## config.mk

```make
export PLATFORM = sky130hd
export DESIGN_NAME = octal_rr_arbiter
export DESIGN_NICKNAME = d
export VERILOG_FILES = /design/src/rtl/octal_rr_arbiter.sv
export SDC_FILE = /design/constraint.sdc
export NUM_CORES = 1
export LEC_CHECK = 0
export BUFFER_PORTS_ARGS = -buffer_cell sky130_fd_sc_hd__buf_2
export CAP_MARGIN = 20
export CORE_UTILIZATION = 30
export CTS_CLUSTER_DIAMETER = 60
export DETAILED_ROUTE_END_ITERATION = 8
export GPL_TIMING_DRIVEN = 0
export SLEW_MARGIN = 20
export SYNTH_ARGS = -nofsm -noshare
export SYNTH_HDL_FRONTEND = slang
export SYNTH_SLANG_ARGS = --single-unit
```

## constraint.sdc

```tcl
create_clock -name clk -period 3.4 [get_ports clk]
set_input_delay 0.17 -clock clk [delete_from_list [all_inputs] [get_ports clk]]
set_output_delay 0.17 -clock clk [all_outputs]
set_load 0.005 [all_outputs]
```

## src/rtl/octal_rr_arbiter.sv

```systemverilog
// Eight-input round-robin arbiter with a registered one-hot grant and a
// hold-timeout that bounds how long any single requester keeps the grant.
module octal_rr_arbiter #(
    parameter int unsigned TIMEOUT = 16
) (
    input  logic       clk,
    input  logic       rst_n,
    input  logic [7:0] req,
    input  logic       done,
    output logic [7:0] gnt,
    output logic       gnt_valid,
    output logic       timeout
);

    localparam int unsigned N  = 8;
    localparam int unsigned PW = 3;
    localparam int unsigned CW = 8;
    localparam logic [CW-1:0] CNT_LAST = CW'(TIMEOUT - 1);
    localparam logic          TO_EN    = (TIMEOUT != 0);

    typedef enum logic {
        IDLE  = 1'b0,
        GRANT = 1'b1
    } state_e;

    state_e        state_q, state_d;
    logic [PW-1:0] ptr_q, ptr_d;
    logic [PW-1:0] idx_q, idx_d;
    logic [CW-1:0] cnt_q, cnt_d;
    logic [N-1:0]  gnt_q, gnt_d;
    logic          gnt_valid_q, gnt_valid_d;
    logic          timeout_q, timeout_d;

    logic [PW-1:0] cand;
    logic [PW-1:0] pick;
    logic          hit_limit;
    logic          release_now;

    // Rotating priority search: walk downward so the lowest offset from ptr wins.
    always_comb begin
        cand = '0;
        pick = ptr_q;
        for (int i = N - 1; i >= 0; i--) begin
            cand = ptr_q + PW'(i);
            if (req[cand]) begin
                pick = cand;
            end
        end
    end

    assign hit_limit   = TO_EN && (cnt_q == CNT_LAST);
    assign release_now = done || !req[idx_q] || hit_limit;

    // Next-state and registered-output logic.
    always_comb begin
        state_d     = state_q;
        ptr_d       = ptr_q;
        idx_d       = idx_q;
        cnt_d       = cnt_q;
        gnt_d       = gnt_q;
        gnt_valid_d = gnt_valid_q;
        timeout_d   = 1'b0;

        unique case (state_q)
            IDLE: begin
                if (|req) begin
                    idx_d       = pick;
                    gnt_d       = N'(1) << pick;
                    gnt_valid_d = 1'b1;
                    cnt_d       = '0;
                    state_d     = GRANT;
                end
            end
            GRANT: begin
                if (release_now) begin
                    gnt_d       = '0;
                    gnt_valid_d = 1'b0;
                    timeout_d   = hit_limit;
                    ptr_d       = idx_q + PW'(1);
                    state_d     = IDLE;
                end else begin
                    cnt_d = cnt_q + CW'(1);
                end
            end
            default: begin
                state_d = IDLE;
            end
        endcase
    end

    always_ff @(posedge clk) begin
        if (!rst_n) begin
            state_q     <= IDLE;
            ptr_q       <= '0;
            idx_q       <= '0;
            cnt_q       <= '0;
            gnt_q       <= '0;
            gnt_valid_q <= 1'b0;
            timeout_q   <= 1'b0;
        end else begin
            state_q     <= state_d;
            ptr_q       <= ptr_d;
            idx_q       <= idx_d;
            cnt_q       <= cnt_d;
            gnt_q       <= gnt_d;
            gnt_valid_q <= gnt_valid_d;
            timeout_q   <= timeout_d;
        end
    end

    assign gnt       = gnt_q;
    assign gnt_valid = gnt_valid_q;
    assign timeout   = timeout_q;

endmodule

```

==> flow_metrics.py, run 1 <==
metrics = {
    "floorplanning": {
        "io_pins": 21,
        "die_w_um": 80.2,
        "die_area_um2": 6440,
        "die_h_um": 80.2,
        "rows": 28,
        "initial_core_util_pct": 31.0,
        "design.core.area_um2": 5920,
    },
    "yosys": {
        "async_flop_share_pct": 0,
        "synth_area_um2": 1840,
        "synth_top_area_share_pct": 27.3,
        "synth_nets": 215,
        "yosys-top-cells-count": "dfxtp_1 (25), nand2_1 (20), nor2_1 (15), o21ai_0 (14), mux4_2 (10)",
        "synth_top_area_cell": "dfxtp_1",
        "synthCells": 200,
        "yosys_warnings": 0,
        "syn_area_per_cell_um2": 9.18,
        "ys_seq_area_share_pct": 27.3,
        "synth-main-ff-cell": "dfxtp_1",
        "synth_area_leaders": "dfxtp_1 (27%), mux4_2 (12%), a32o_1 (4.4%)",
        "muxShareOfSynthArea_pct": 20.6,
        "synth_top_family_by_area": "compound AO/OA/AOI/OAI gates",
        "synth_compound_area_share_pct": 23.9,
        "synth_edf_count": 0,
        "synth_cell_types": 48,
        "synthAdderAreaFrac_pct": 2.73,
        "synth_xor_area_share_pct": 3.34,
        "synth-simple-area-share_pct": 18.2,
        "yosysMostFrequentCell": "dfxtp_1",
        "ys_seq_elements": 25,
    },
    "power_and_ir_drop": {
        "peakVddDrop_uv": 184,
        "p_leak_nw": 0.814,
        "power_mw": 1.03,
        "p_per_area_nw_per_um2": 485,
    },
    "clock_network": {
        "path_clk_slew_ns": 0.09,
        "numCtsBuffers": 3,
        "cts_tree": "yes",
        "cts_sinks": 25,
        "clk_latency_ns": 0.27,
        "htree_levels": 1,
        "clock-root-buffer": "clkbuf_8",
        "post_cts_buffers": 0,
        "cts_buffer_depth": 2,
    },
    "worst_setup_path": {
        "critPathMaxFanout": 10,
        "end_kind": "register",
        "critPathLaunchType": "register",
        "crit_type": "register to register",
        "required_ns": 3.57,
        "cp.arrival_ns": 3.40,
    },
    "timing": {
        "fmax_mhz": 310,
        "final_hold_viol_count": 0,
        "finalWorstSetupSlack_ns": 0.172,
        "finalClockSkew_ns": 0.00676,
        "min_period_ns": 3.23,
        "slew-limit-headroom_pct": 50.2,
        "hold_ws_ns": 0.203,
        "tns_ns": 0,
        "drv_slew": 0,
        "worstMarginPinSlew_ns": 0.741,
        "setup_viol": 0,
        "rsz0062_at_grt": "false",
        "post-route-period-util_pct": 94.9,
    },
    "place": {
        "place_congestion": 0.853,
        "io_buffers": 20,
        "place_ws_ns": -0.126,
        "place.detailed.hpwl_um": 3240,
    },
    "global_routing": {
        "grt_usage_pct": 13.9,
        "grt_max_degree": 16,
        "grt_pass1_wl_um": 7130,
        "grt_pass1_vias": 1508,
        "antenna_found_initial": 0,
        "grt_overflow_total": 0,
    },
    "final_layout": {
        "syn2layout_area_growth_pct": 15.9,
        "final_util_pct": 35.9,
        "nNetsFinal": 239,
        "drive_gt1_share_pct": 25.1,
        "n_antenna_cell": 0,
    },
    "run_status": {
        "status": "finished clean",
    },
    "detailed_routing": {
        "routed_wl_um": 4220,
        "vias_per_cell": 5.43,
        "dr_total_vias": 1618,
        "drcViolationCount": 0,
        "first_iter_violations": 113,
        "detail_route.wl_per_cell_um": 14.2,
        "first_pass_iters": 4,
        "ant_nets": 0,
    },
    "min_path": {
        "hold_path_class": "input port to register",
    },
    "flow_run": {
        "cap_violations": 0,
    },
}
-- cells by family (layout without fill, tap and decap cells) --
group,after synthesis,after routing
AOI/OAI and AO/OA,58,58
buffers and inverters,17,40
DFF,25,25
xor gates and xnor gates,7,7
and+or+nand+nor,65,65
adders and majority gates,4,4
muxes,24,24
-- worst max-delay path, stage by stage (launching register included) --
cell	delay, ns
dfxtp_1	0.36
buf_6	0.15
buf_6	0.16
inv_1	0.11
ha_4	0.33
mux4_2	0.62
a221oi_4	0.34
o22ai_1	0.15
o311ai_2	0.29
a21oi_2	0.13
and3_4	0.22
a32o_1	0.26
-- per-layer routing --
metal  up-vias  share of wire (%)  wire length (µm)  global-route usage, %
met4         0               0.45                19                   2.14
li1        820                  -                 -                      -
met5         -                  0                 0                      0
met3         4                4.1               175                   3.07
met2        29                 47              1990                   22.6
met1       765                 48              2030                   19.0
-- report_power, final --
group	internal (mW)	switching [mW]
clock	0.0831	0.0976
combinational	0.228	0.276
sequential	0.322	0.0263
total	0.633	0.400
-- through the flow --
step / std cells / area (µm²)
final: 298 / 2130
after global routing: 298 / 2130
after CTS: 298 / 2080
after detailed placement: 295 / 2030
after global placement: 295 / 2030
after floorplan: 200 / 1840
-- worst paths after layout --
path | startpoint | endpoint | slack [ns] | cells past startpoint
hold reg to reg | gnt[1] | gnt[1] | 0.47 | 1
setup reg to reg | ptr_q[0] | gnt[3] | 0.17 | 11
setup / recovery | ptr_q[0] | gnt[3] | 0.17 | 11
hold / removal | rst_n | cnt_q[7] | 0.20 | 3
-- cell type report --
class | instances | area, µm²
inverters | 9 | 33.8
flip-flops and latches | 25 | 500
repair buffers | 20 | 100
multi-input cells | 158 | 1310
clock buffers | 3 | 41.3
clock inverters | 1 | 7.51
plain buffers | 7 | 41.3
fillers | 588 | 3790
well taps | 75 | 93.8
-- flip-flops by register name (all words and copies together) (netlist names) --
register / cells
idx_q: 3
gnt_valid: 1
gnt: 8
state_q: 1
ptr_q: 3
cnt_q: 8
timeout: 1
-- timing repair --
action / in CTS / in global routing
setup endpoints to repair: 8 / 8
hold buffers: 0 / 0
gates resized for setup: 2 / 6
-- cell usage in the layout, fill, tap and decap left out, drive strengths merged, types with 2 or more instances in the layout --
master	synthesis	routed
a211oi	2	2
a21boi	3	3
a21oi	8	8
a221o	2	2
a221oi	3	3
a22oi	2	2
a31oi	2	2
a32o	8	8
and2	7	7
and3	4	4
buf	2	22
clkbuf	6	8
dfxtp	25	25
ha	4	4
inv	8	8
mux2	7	7
mux2i	7	7
mux4	10	10
nand2	20	20
nand3	5	5
nand3b	2	2
nor2	15	15
nor3	5	5
nor4	5	5
o21ai	15	15
o221ai	3	3
o22ai	3	3
xnor2	2	2
xor2	5	5
No activity file was read; power rests on OpenSTA's default activity.
==> run 2: changes to the inputs <==
--- a/config.mk
+++ b/config.mk
@@ -11,6 +11,7 @@
 export CTS_CLUSTER_DIAMETER = 60
 export DETAILED_ROUTE_END_ITERATION = 8
 export GPL_TIMING_DRIVEN = 0
+export REMOVE_ABC_BUFFERS = 1
 export SLEW_MARGIN = 20
 export SYNTH_ARGS = -nofsm -noshare
 export SYNTH_HDL_FRONTEND = slang
==> run 2 against run 1 <==
Against the previous run:
- final area fell by 1.5%
- clock skew fell by 0.0014 ns
- routed wire length decreased by 1.3%
- critical endpoint unchanged
- utilization shrank 0.53 points
- die area unchanged
- register-to-register slack about the same
==> flow_metrics.py, run 2 (same netlist as run 1, synthesis figures left out) <==
metrics = {
    "final_layout": {
        "fillers": 599,
        "syn2layout_area_growth_pct": 14.2,
        "stdcell_area_um2": 2100,
        "layout_commonest_cell": "dfxtp_1",
        "nNetsFinal": 237,
        "regArea_um2": 508,
        "layout_common_cells": "dfxtp_1 (23), nand2_1 (20), buf_2 (20)",
        "n_antenna_cell": 0,
        "drive_gt1_share_pct": 26.7,
        "multi_input_area_um2": 1280,
    },
    "floorplanning": {
        "die_h_um": 80.2,
        "initial_core_util_pct": 31.0,
        "io_pins": 21,
        "die_area_um2": 6440,
        "rows": 28,
        "die_w_um": 80.2,
        "design.core.area_um2": 5920,
    },
    "timing": {
        "final_hold_viol_count": 0,
        "min_period_ns": 3.24,
        "fmax_mhz": 309,
        "slew-limit-headroom_pct": 49.4,
        "setup_viol": 0,
        "worstMarginPinSlew_ns": 0.753,
        "drv_slew": 0,
        "rsz0062_at_grt": "false",
        "post-route-period-util_pct": 95.2,
        "finalClockSkew_ns": 0.00538,
    },
    "clock_network": {
        "clock-root-buffer": "clkbuf_8",
        "numCtsBuffers": 3,
        "cts_tree": "yes",
        "path_clk_slew_ns": 0.09,
        "cts_buffer_depth": 2,
        "clk_latency_ns": 0.27,
        "cts_sinks": 25,
        "htree_levels": 1,
    },
    "detailed_routing": {
        "dr_total_vias": 1629,
        "drcViolationCount": 0,
        "routed_wl_um": 4160,
        "vias_per_cell": 5.50,
        "ant_nets": 0,
        "first_pass_iters": 4,
        "first_iter_violations": 135,
        "detail_route.wl_per_cell_um": 14.1,
    },
    "worst_setup_path": {
        "required_ns": 3.57,
        "crit_slowest_cell": "mux4_2",
        "end_kind": "register",
        "crit_family": "compound AO/OA/AOI/OAI gates",
        "cpPeakStageDelay_ns": 0.62,
        "cp.buffers_inverters": 1,
        "critPathLaunchType": "register",
        "crit_type": "register to register",
        "cp.arrival_ns": 3.40,
        "critPathMaxFanout": 16,
        "crit_chain": "inv_1 -> ha_2 -> mux4_2 -> a221oi_2 -> o22ai_1 -> o311ai_1 -> a21oi_1 -> and3_4 -> a32o_1",
    },
    "place": {
        "placed_area_um2": 1990,
        "io_buffers": 20,
        "place_congestion": 0.814,
        "place.detailed.hpwl_um": 3040,
    },
    "global_routing": {
        "grt_usage_pct": 13.9,
        "grt_max_degree": 17,
        "grt_pass1_vias": 1509,
        "grt_overflow_total": 0,
        "antenna_found_initial": 0,
        "grt_pass1_wl_um": 7110,
    },
    "power_and_ir_drop": {
        "peakVddDrop_uv": 195,
        "power_mw": 1.01,
        "p_leak_nw": 0.814,
        "p_per_area_nw_per_um2": 480,
    },
    "flow_run": {
        "cap_violations": 0,
    },
    "min_path": {
        "hold_path_class": "input port to register",
    },
    "run_status": {
        "status": "finished clean",
    },
}
## run 2: cell types whose count changed in the layout (fill, tap and decap cells not counted), sizes merged
cell      delta
clkinvlp     -1
clkbuf       -5
buf          +3
clkinv       +1
## run 2: routing by layer
metal | up-vias | wire length (µm) | track usage, %
met5 | - | 0 | 0
met4 | 0 | 31 | 3.39
met3 | 2 | 80 | 1.70
met2 | 21 | 2050 | 23.6
met1 | 794 | 2010 | 18.5
li1 | 812 | - | -
## run 2: worst paths after layout
| check | start | to | slack, ns | cells after the start |
|---|---|---|---|---|
| setup / recovery | ptr_q[0] | gnt[3] | 0.16 | 9 |
| hold / removal | rst_n | idx_q[0] | 0.25 | 3 |
| setup reg to reg | ptr_q[0] | gnt[3] | 0.16 | 9 |
| hold reg to reg | gnt[5] | gnt[5] | 0.47 | 1 |
## run 2: worst register-to-register path, stage by stage (launching register included)
cell	delay, ns
dfxtp_4	0.50
inv_1	0.13
ha_2	0.44
mux4_2	0.62
a221oi_2	0.38
o22ai_1	0.13
o311ai_1	0.29
a21oi_1	0.18
and3_4	0.23
a32o_1	0.25
## run 2: area by class of cell
type	count	share of cell area [%]
multi-input cells	158	60.9
inverters	9	1.61
well taps	75	4.48
flip-flops and latches	25	24.2
clock inverters	1	0.239
repair buffers	25	6.57
clock buffers	3	1.97
## run 2: power breakdown
part           internal [mW]  switching, mW  total, mW  leakage [nW]
sequential             0.323         0.0411      0.364         0.205
clock                 0.0819         0.0907      0.173        0.0255
combinational          0.216          0.253      0.469         0.583
total                  0.621          0.384       1.01         0.814
## run 2: through the flow
stage / std cells / util (%) / worst slack [ns] / hold slack, ns / setup TNS (ns)
2_1_floorplan: 192 / - / 0.174 / 0.292 / 0
3_3_place_gp: 287 / 33.6 / -0.285 / 0.445 / -2.18
3_5_place_dp: 287 / 33.6 / -0.317 / 0.454 / -2.36
4_1_cts: 291 / 34.5 / 0.00513 / 0.235 / 0
5_1_grt: 296 / 35.4 / 0.0204 / 0.269 / 0
6_report: 296 / 35.4 / 0.164 / 0.245 / 0
## run 2: repair_timing
item                                    4_1_cts  5_1_grt
endpoints found under the setup margin       10        8
gates resized for setup                       3        3
pin swaps                                     0        0
hold buffers                                  0        0
endpoints found under the hold margin         0        0
buffers inserted                              0        5
cloned                                        0        0
